[src/rtl/cpu_controller.sv]
// Simple RISC Machine controller: instruction register, field decode and the
// Moore control FSM that sequences the datapath one micro-op per clock.
module cpu_controller #(
    parameter logic [1:0] MNONE  = 2'b00,
    parameter logic [1:0] MREAD  = 2'b01,
    parameter logic [1:0] MWRITE = 2'b10
) (
    input  logic        clk,
    input  logic        reset_n,
    input  logic [15:0] mdata,
    output logic        write,
    output logic        loada,
    output logic        loadb,
    output logic        asel,
    output logic        bsel,
    output logic        loadc,
    output logic        loads,
    output logic [1:0]  vsel,
    output logic [2:0]  readnum,
    output logic [2:0]  writenum,
    output logic [1:0]  shift,
    output logic [1:0]  ALUop,
    output logic [15:0] sximm5,
    output logic [15:0] sximm8,
    output logic        load_pc,
    output logic        reset_pc,
    output logic        load_addr,
    output logic        addr_sel,
    output logic [1:0]  mem_cmd,
    output logic        halted
);

    typedef enum logic [4:0] {
        S_RST, S_IF1, S_IF2, S_UPD_PC, S_DECODE, S_WR_IMM, S_GET_A, S_GET_B,
        S_EXEC, S_WR_RD, S_ADDR_CALC, S_LD_ADDR, S_MEM_RD, S_WB_MEM,
        S_STR_MOV, S_MEM_WR, S_HALT
    } state_t;

    state_t      state_q, state_d;
    logic [15:0] ir_q, ir_d;
    logic        load_ir;
    logic [2:0]  nsel;

    logic [2:0] opcode, rn, rd, rm;
    logic [1:0] op, sh;
    logic       is_movi, is_movr, is_mvn, is_alu, is_cmp, is_ldr, is_str, is_halt;

    assign opcode = ir_q[15:13];
    assign op     = ir_q[12:11];
    assign rn     = ir_q[10:8];
    assign rd     = ir_q[7:5];
    assign sh     = ir_q[4:3];
    assign rm     = ir_q[2:0];

    assign sximm5 = {{11{ir_q[4]}}, ir_q[4:0]};
    assign sximm8 = {{8{ir_q[7]}}, ir_q[7:0]};

    // is_alu covers the two-operand ops that read Rn: ADD, CMP, AND
    assign is_movi = (opcode == 3'b110) && (op == 2'b10);
    assign is_movr = (opcode == 3'b110) && (op == 2'b00);
    assign is_mvn  = (opcode == 3'b101) && (op == 2'b11);
    assign is_alu  = (opcode == 3'b101) && (op != 2'b11);
    assign is_cmp  = (opcode == 3'b101) && (op == 2'b01);
    assign is_ldr  = (opcode == 3'b011) && (op == 2'b00);
    assign is_str  = (opcode == 3'b100) && (op == 2'b00);
    assign is_halt = (opcode == 3'b111);

    always_ff @(posedge clk or negedge reset_n) begin
        if (!reset_n) begin
            state_q <= S_RST;
            ir_q    <= '0;
        end else begin
            state_q <= state_d;
            ir_q    <= ir_d;
        end
    end

    always_comb begin
        ir_d = load_ir ? mdata : ir_q;
    end

    assign readnum  = nsel;
    assign writenum = nsel;

    always_comb begin
        state_d   = state_q;
        load_ir   = 1'b0;
        nsel      = rn;
        write     = 1'b0;
        loada     = 1'b0;
        loadb     = 1'b0;
        asel      = 1'b0;
        bsel      = 1'b0;
        loadc     = 1'b0;
        loads     = 1'b0;
        vsel      = 2'b00;
        shift     = 2'b00;
        ALUop     = 2'b00;
        load_pc   = 1'b0;
        reset_pc  = 1'b0;
        load_addr = 1'b0;
        addr_sel  = 1'b0;
        mem_cmd   = MNONE;
        halted    = 1'b0;

        case (state_q)
            S_RST: begin
                reset_pc = 1'b1;
                load_pc  = 1'b1;
                state_d  = S_IF1;
            end
            S_IF1: begin
                addr_sel = 1'b1;
                mem_cmd  = MREAD;
                state_d  = S_IF2;
            end
            S_IF2: begin
                addr_sel = 1'b1;
                mem_cmd  = MREAD;
                load_ir  = 1'b1;
                state_d  = S_UPD_PC;
            end
            S_UPD_PC: begin
                load_pc = 1'b1;
                state_d = S_DECODE;
            end
            S_DECODE: begin
                if (is_movi)                       state_d = S_WR_IMM;
                else if (is_movr || is_mvn)        state_d = S_GET_B;
                else if (is_alu || is_ldr || is_str) state_d = S_GET_A;
                else if (is_halt)                  state_d = S_HALT;
                else                               state_d = S_IF1;
            end
            S_WR_IMM: begin
                vsel    = 2'b01;
                write   = 1'b1;
                state_d = S_IF1;
            end
            S_GET_A: begin
                loada   = 1'b1;
                state_d = (is_ldr || is_str) ? S_ADDR_CALC : S_GET_B;
            end
            S_GET_B: begin
                loadb = 1'b1;
                // GET_B is shared: STR latches the store data (Rd), ALU ops latch Rm
                if (is_str) begin
                    nsel    = rd;
                    state_d = S_STR_MOV;
                end else begin
                    nsel    = rm;
                    state_d = S_EXEC;
                end
            end
            S_EXEC: begin
                shift = sh;
                ALUop = op;
                asel  = is_movr || is_mvn;
                if (is_cmp) begin
                    loads   = 1'b1;
                    state_d = S_IF1;
                end else begin
                    loadc   = 1'b1;
                    state_d = S_WR_RD;
                end
            end
            S_WR_RD: begin
                nsel    = rd;
                vsel    = 2'b11;
                write   = 1'b1;
                state_d = S_IF1;
            end
            S_ADDR_CALC: begin
                bsel    = 1'b1;
                loadc   = 1'b1;
                state_d = S_LD_ADDR;
            end
            S_LD_ADDR: begin
                load_addr = 1'b1;
                state_d   = is_ldr ? S_MEM_RD : S_GET_B;
            end
            S_MEM_RD: begin
                mem_cmd = MREAD;
                state_d = S_WB_MEM;
            end
            S_WB_MEM: begin
                mem_cmd = MREAD;
                nsel    = rd;
                vsel    = 2'b00;
                write   = 1'b1;
                state_d = S_IF1;
            end
            S_STR_MOV: begin
                asel    = 1'b1;
                loadc   = 1'b1;
                state_d = S_MEM_WR;
            end
            S_MEM_WR: begin
                mem_cmd = MWRITE;
                state_d = S_IF1;
            end
            S_HALT: begin
                halted  = 1'b1;
                state_d = S_HALT;
            end
            default: state_d = S_RST;
        endcase
    end

endmodule
[config.mk]
export PLATFORM = sky130hd
export DESIGN_NAME = cpu_controller
export DESIGN_NICKNAME = d
export VERILOG_FILES = /design/src/rtl/cpu_controller.sv
export SDC_FILE = /design/constraint.sdc
export NUM_CORES = 1
export LEC_CHECK = 0
export BUFFER_PORTS_ARGS = -buffer_cell sky130_fd_sc_hd__buf_4
export CORE_ASPECT_RATIO = 0.8
export CORE_MARGIN = 2
export CORE_UTILIZATION = 40
export CTS_BUF_LIST = sky130_fd_sc_hd__clkbuf_4
export CTS_CLUSTER_SIZE = 25
export DETAILED_ROUTE_END_ITERATION = 12
export PLACE_DENSITY = 0.7
export SYNTH_ARGS = -nofsm -noshare
export SYNTH_HDL_FRONTEND = slang
export SYNTH_SLANG_ARGS = --single-unit
[constraint.sdc]
create_clock -name clk -period 2.1 [get_ports clk]
set_input_delay 0.105 -clock clk [delete_from_list [all_inputs] [get_ports clk]]
set_output_delay 0.105 -clock clk [all_outputs]
set_load 0.05 [all_outputs]
==> impl_metrics.ini, run 1 <==
[layout]
multiInputGateArea_um2 = 873
final_util_pct = 54.8
areaGrowthSynthToFinish_pct = 34.2
nNetsFinal = 258
drive_above_1_share_pct = 54.4
ff_latch_area_um2 = 527
diodes = 0
n_fill_cell = 389

[clocking]
htreeDepth = 1
cts_tree = built
numCtsBuffers = 3
clock_sinks = 21
clk_pin_slew_worst_paths_ps = 110
clock_path_buffers = 2
clock_latency_ps = 300
cts_root_buf = clkbuf_4

[worst_hold_path]
min_path_type = in -> reg

[timing]
finalClockSkew_ps = 1.80
rsz0062_at_grt = true
fin_tns_setup_ps = -757
max_freq_mhz = 448
layout_min_cycle_time_ps = 2230
hold_viol_final = 0
max_slew_margin_pct = 71.5
layout_setup_ws_ps = -131
worst_slew_pin_slew_ps = 427
maxSlewViolCount = 0
period_share_pct = 106
finalSetupViolCount = 6

[logic_synthesis]
synthFlopType = dfrtp_1
yosysWarnings = 0
syn-cell-area_um2 = 1690
synth_top_area_cell = dfrtp_1
avgSynthCellArea_um2 = 8.92
ys_types = 50
synth_edf_count = 0
async_flop_share_pct = 100
synth_commonest_cells = buf_4, dfrtp_1, mux2_2
ys_ff_latch = 21
synth_top_cells_by_area = dfrtp_1, buf_4, mux2_2, nand2b_1, a21oi_1
yosysSeqAreaShare_pct = 31.2
syn_nets = 207
synth_top_area_share_pct = 31.2
yosysMostFrequentCell = buf_4
synthCells = 189

[run_status]
outcome = complete, but fails checks
violations = setup timing

[grt]
antenna_found_initial = 0
grt_pass1_wl_um = 5920
grt_use_total_pct = 16.0
grt_pass1_vias = 1206
grt_max_degree = 22
grt_overflow = 0

[worst_setup_path]
crit_fanout = 8
cp-start-kind = flop
crit_type = reg -> out
critPathCaptureType = primary output
critPathRequiredTime_ps = 2000
critPathArrivalTime_ps = 2130

[placement]
gp_congestion = 0.914
hpwl_um = 3100
io_buffers = 75

[route]
m1WireLength_um = 1890
first_pass_iters = 4
drt_wl_total_um = 4080
ant_nets = 0
highest_layer = met4
drcViolationCount = 0
via_count = 1507
wl_met3_um = 277
wl_met2_um = 1870
wl_per_cell_um = 13.8
drtIter0Drc = 212
viasPerCell = 5.09

[floorplanning]
start_util_pct = 40.9
core_area_um2 = 4130
rows = 21
die_h_um = 62.1
die_w_um = 76.6
io_pins = 76
fp.dieArea_um2 = 4750

[run]
max-cap-violations = 0
-- cell families (layout without fill, tap and decap cells) --
group,count (synthesis),after routing,share of synthesized area (%)
AO/OA/AOI/OAI,33,33,14.4
buffers and inverters,52,102,20.2
flip-flops,21,21,31.2
multiplexers,17,17,11.3
AND/OR/NAND/NOR,66,66,22.9
-- final timing paths --
check	startpoint	to	slack, ps	cells after the start
worst max-delay path	state_q[3]$_DFF_PN0_	readnum[1]	-130	6
worst min-delay path	mdata[4]	ir_q[4]$_DFFE_PN0P_	30	2
worst max register to register	ir_q[14]$_DFFE_PN0P_	state_q[1]$_DFF_PN0_	270	6
worst min register to register	ir_q[9]$_DFFE_PN0P_	ir_q[9]$_DFFE_PN0P_	510	1
max in group asynchronous	reset_n	state_q[2]$_DFF_PN0_	1650	2
min in group asynchronous	reset_n	ir_q[4]$_DFFE_PN0P_	220	2
-- placed cells by master, fill, tap and decap left out, types with 2 or more instances in the layout --
master	instances
a21oi_1	9
mux2_2	15
nor2_1	10
nand2b_1	8
nor2b_1	6
o31ai_1	2
a221oi_1	2
clkbuf_4	4
buf_6	4
nor3_1	8
inv_1	5
nand3b_1	2
buf_4	84
or3b_2	2
dlygate4sd3_1	2
o22ai_1	2
dfrtp_1	20
o21ai_0	2
or3_4	2
buf_8	3
a221o_2	3
or2b_1	2
and2_1	5
nand2_1	6
-- cell type report --
cell class	instances	share of cell area (%)
Sequential cell	21	23.3
Tap cell	57	3.15
Inverter	5	0.830
Clock buffer	4	1.33
Multi-Input combinational cell	116	38.6
Timing Repair Buffer	93	32.8
-- registers in the layout, summed over array words and instances (netlist names) --
| register | flops |
|---|---|
| ir_q | 16 |
| state_q | 5 |
-- per-layer routing --
layer / up-vias / global-route usage [%]
li1: 735 / -
met1: 713 / 22.5
met2: 54 / 25.4
met3: 5 / 3.76
met4: 0 / 3.90
met5: - / 0
-- repair_timing --
item	CTS	global route
hold buffers	1	1
endpoints found under the hold margin	21	1
gates resized for setup	11	8
setup buffers	2	1
pin swaps	2	5
endpoints found under the setup margin	11	11
cloned	0	0
-- worst max-delay path: stages (launching register included) --
cell and delay (ps):
dfrtp_1 470, buf_4 200, nand3b_1 200, or3_4 410
a21oi_4 170, a221o_2 210, buf_6 160
-- through the flow --
step / setup slack (ps) / std cells / hold WS, ps / area (um^2)
2_1_floorplan: -14.2 / 189 / -191 / 1720
3_3_place_gp: 187 / 287 / 0.149 / 2110
3_5_place_dp: 162 / 287 / 2.15 / 2110
4_1_cts: -132 / 294 / 1.95 / 2200
5_1_grt: -210 / 296 / 10.2 / 2260
6_report: -131 / 296 / 25.2 / 2260
Power of run 1 is not shown: default switching activity piles up to over one toggle a cycle in this logic, so the estimate is an artifact.
==> inputs of run 2 (changes only) <==
Settings changed: CORE_UTILIZATION 40 to 45, HOLD_SLACK_MARGIN set to 0.03, PLACE_DENSITY 0.7 to 0.77.
Clock period 2.1 ns to 2.4 ns, I/O delays scaled along.
==> run 2 against run 1 <==
  * The flow now finishes without violations
  * Critical path depth fell by 1
  * Sequential share of layout area up 1.4 points
  * Global-route usage grew 1.7 points
  * Critical path type unchanged
  * Highest routed layer unchanged
==> impl_metrics.ini, run 2 (same netlist as run 1, synthesis figures left out) <==
[placement]
io_buffers = 75
placed_area_um2 = 2030
gp_congestion = 0.882
hpwl_um = 2960
placed_cells = 264

[timing]
fin_tns_setup_ps = 0
maxSlewViolCount = 0
worst_slew_pin_slew_ps = 680
max_freq_mhz = 427
hold_viol_final = 0
finalSetupViolCount = 0
period_share_pct = 97.6
finalClockSkew_ps = 1.21
max_slew_margin_pct = 54.7
hold_ws_ps = 39.3
layout_min_cycle_time_ps = 2340

[grt]
grt_use_total_pct = 17.7
grt_util_met1_pct = 25.7
grt-busiest-layer = met2
antenna_found_initial = 0
grt_use_met3_pct = 4.62
grt_pass1_wl_um = 5950
grt_pass1_vias = 1228
grt_overflow = 0
grt_use_met2_pct = 26.6
grt_max_degree = 22

[worst_setup_path]
path_cells = or4b_4 > or3_4 > a21oi_4 > a221o_2 > buf_4
critPathArrivalTime_ps = 2220
crit_type = reg -> out
crit_path_top_delay_cell = or4b_4
critPathRequiredTime_ps = 2280
critPathCaptureType = primary output
crit_fanout = 5
crit_path_max_incr_delay_ps = 550
ff2ff_path_depth = 3
cp-start-kind = flop

[route]
wl_per_cell_um = 14.4
ant_nets = 0
via_count = 1516
drcViolationCount = 0
drtIter0Drc = 129
viasPerCell = 5.51
first_pass_iters = 5
drt_wl_total_um = 3960

[run_status]
outcome = finished, final reports clean

[layout]
mostFrequentLayoutCell = buf_4
top_regs = ir_q x16, state_q x5
nNetsFinal = 252
areaGrowthSynthToFinish_pct = 27.8
layout_common_cells = buf_4, dfrtp_1, mux2_2
drive_above_1_share_pct = 53.2
design_area_um2 = 2150
n_fill_cell = 301
largest_reg_flops = 16
diodes = 0
layout.cells.non_filler = 275
regMostFlops = ir_q

[run]
max-cap-violations = 0

[floorplanning]
rows = 19
die_h_um = 58.7
fp.dieArea_um2 = 4250
start_util_pct = 47.9
io_pins = 76
core_area_um2 = 3520
die_w_um = 72.4

[clocking]
clk_pin_slew_worst_paths_ps = 110
htreeDepth = 1
cts_root_buf = clkbuf_4
numCtsBuffers = 3
clock_sinks = 21
cts_tree = built
clock_path_buffers = 2
clock_latency_ps = 300

[worst_hold_path]
whs_path_depth = 2
min_path_type = in -> reg
## run 2: cell types whose count changed in the layout (fill, tap and decap cells not counted), moves of 3 or more
cell	before	now
buf_4	84	81
buf_8	3	0
dfrtp_1	20	16
dfrtp_2	1	5
## run 2: repair_timing
| action | in CTS | in global routing |
|---|---|---|
| hold buffers | 2 | 0 |
| hold endpoints to repair | 22 | 0 |
| gates resized for setup | 1 | 11 |
| pin swaps | 0 | 2 |
| setup endpoints to repair | 6 | 6 |
| buffers inserted | 1 | 4 |
## run 2: worst paths after layout
| check | slack, ps | startpoint | to |
|---|---|---|---|
| worst max register to register | 350 | state_q[3]$_DFF_PN0_ | ir_q[10]$_DFFE_PN0P_ |
| worst min register to register | 520 | ir_q[8]$_DFFE_PN0P_ | ir_q[8]$_DFFE_PN0P_ |
| max in group asynchronous | 1940 | reset_n | ir_q[14]$_DFFE_PN0P_ |
| worst min-delay path | 40 | mdata[4] | ir_q[4]$_DFFE_PN0P_ |
| min in group asynchronous | 230 | reset_n | state_q[0]$_DFF_PN0_ |
| worst max-delay path | 60 | ir_q[12]$_DFFE_PN0P_ | readnum[0] |
## run 2: routing by layer
layer | share of wire (%) | vias up | wire length [um]
met4 | 0.78 | 0 | 31
li1 | - | 728 | -
met1 | 45 | 702 | 1790
met3 | 8.6 | 6 | 339
met5 | 0 | - | 0
met2 | 45 | 80 | 1800
## run 2: critical path: cells and delay by family (launching register included)
kind / cells / cell delay [ps]
flip-flops: 1 / 440
buffers and inverters: 1 / 190
AO/OA/AOI/OAI: 2 / 340
AND/OR/NAND/NOR: 2 / 950
## run 2: area by class of cell
cell class / instances / area [um^2] / share of cell area (%)
clock buffers: 4 / 30.0 / 1.39
flip-flops and latches: 21 / 532 / 24.7
inverters: 5 / 18.8 / 0.871
well taps: 42 / 52.6 / 2.44
multi-input cells: 116 / 848 / 39.4
repair buffers: 87 / 673 / 31.2
## run 2: per-stage QoR
step | utilization [%] | setup WS, ps
finish | 61.2 | 57.1
detailed placement | 57.6 | 307
global placement | 57.6 | 327
CTS | 59.3 | 3.29
global route | 61.2 | -2.36
floorplan | - | 209
Power of run 2 is left out for the same reason.
==> inputs of run 3 (changes only) <==
Settings changed: CTS_CLUSTER_SIZE 25 to not set, PLACE_DENSITY 0.77 to not set, PLACE_DENSITY_LB_ADDON set to 0.2.
==> run 3 against run 2 <==
  * Flip-flop and latch count unchanged
  * Non-clock buffer count increased by 11
  * First-iteration DRC count increased by 7.8%
  * Clock-buffer cell count unchanged
  * Worst setup slack got worse by 8.8 ps
  * Die area unchanged
==> impl_metrics.ini, run 3 (same netlist as run 1, synthesis figures left out) <==
[layout]
mostFrequentLayoutCell = buf_4
areaGrowthSynthToFinish_pct = 35.3
design_area_um2 = 2280
nNetsFinal = 263
ff_latch_area_um2 = 531
multiInputGateArea_um2 = 848
layout_common_cells = buf_4, dfrtp_1, mux2_2
final_util_pct = 64.8
diodes = 0
top_regs = ir_q x16, state_q x5
n_fill_cell = 300
drive_above_1_share_pct = 50.0
largest_reg_flops = 16
regMostFlops = ir_q

[route]
drcViolationCount = 0
first_pass_iters = 4
wl_per_cell_um = 14.4
viasPerCell = 5.40
drtIter0Drc = 139
via_count = 1543
ant_nets = 0
drt_wl_total_um = 4120

[worst_setup_path]
crit_fanout = 4
critPathCaptureType = primary output
crit_type = reg -> out
cp-start-kind = flop
critPathRequiredTime_ps = 2280
critPathArrivalTime_ps = 2230

[timing]
hold_ws_ps = 46.9
hold_viol_final = 0
period_share_pct = 98.0
fin_tns_setup_ps = 0
layout_min_cycle_time_ps = 2350
max_freq_mhz = 425
maxSlewViolCount = 0
max_slew_margin_pct = 52.2
worst_slew_pin_slew_ps = 716
finalSetupViolCount = 0
finalClockSkew_ps = 1.03
rsz0062_at_grt = true

[grt]
grt_use_total_pct = 18.0
grt_pass1_wl_um = 5980
grt_pass1_vias = 1247
antenna_found_initial = 0
grt_max_degree = 22
grt_overflow = 0

[clocking]
clock_latency_ps = 300
htreeDepth = 1
clock_path_buffers = 2
cts_root_buf = clkbuf_4
cts_tree = built
clock_sinks = 21
numCtsBuffers = 3
clk_pin_slew_worst_paths_ps = 110

[worst_hold_path]
min_path_type = in -> reg

[run]
max-cap-violations = 0

[floorplanning]
die_w_um = 72.4
die_h_um = 58.7
rows = 19
fp.dieArea_um2 = 4250
start_util_pct = 47.9
io_pins = 76
core_area_um2 = 3520

[placement]
hpwl_um = 3010
io_buffers = 75
gp_congestion = 0.992
placed_area_um2 = 2020

[run_status]
outcome = finished, final reports clean
## run 3: cell count changes in the layout (fill, tap and decap cells not counted)
cell           delta
dlygate4sd3_1    +12
buf_4             -3
buf_8             +2
dfrtp_1           +1
dfrtp_2           -1
## run 3: area by class of cell
class,count,share of cell area (%)
repair buffers,98,35.1
well taps,42,2.30
multi-input cells,116,37.2
inverters,5,0.823
flip-flops and latches,21,23.3
clock buffers,4,1.32
## run 3: timing repair
item                                    in CTS  in global routing
pin swaps                                    0                  4
endpoints found under the setup margin       6                  6
setup buffers                                1                  4
hold endpoints to repair                    24                 10
hold buffers                                 4                 10
gates resized for setup                      4                 11
## run 3: critical path, stage by stage (launching register included)
cell     delay, ps
dfrtp_2        440
or4b_4         570
or3_4          360
a21oi_4        180
a221o_2        230
buf_8          160
## run 3: final timing paths
path,from,to,slack [ps],cells past startpoint
hold reg to reg,ir_q[10]$_DFFE_PN0P_,ir_q[10]$_DFFE_PN0P_,490,1
min in group asynchronous,reset_n,state_q[0]$_DFF_PN0_,220,2
setup reg to reg,state_q[3]$_DFF_PN0_,ir_q[10]$_DFFE_PN0P_,360,3
max in group asynchronous,reset_n,ir_q[11]$_DFFE_PN0P_,1940,2
hold / removal,mdata[6],ir_q[6]$_DFFE_PN0P_,50,2
setup / recovery,ir_q[12]$_DFFE_PN0P_,writenum[2],50,5
## run 3: layer usage
metal	share of wire (%)	up-vias	track usage [%]
met4	1.4	0	4.50
met5	0	-	0
met1	42	722	24.3
met2	50	69	29.0
li1	-	746	-
met3	6.4	6	4.79
## run 3: per-stage QoR
stage                     cells  worst slack [ps]
after global placement      263               324
after global routing        286             -22.4
after CTS                   272             -5.47
after floorplan             189               209
final                       286              48.3
after detailed placement    263               283
Power of run 3 is left out for the same reason.
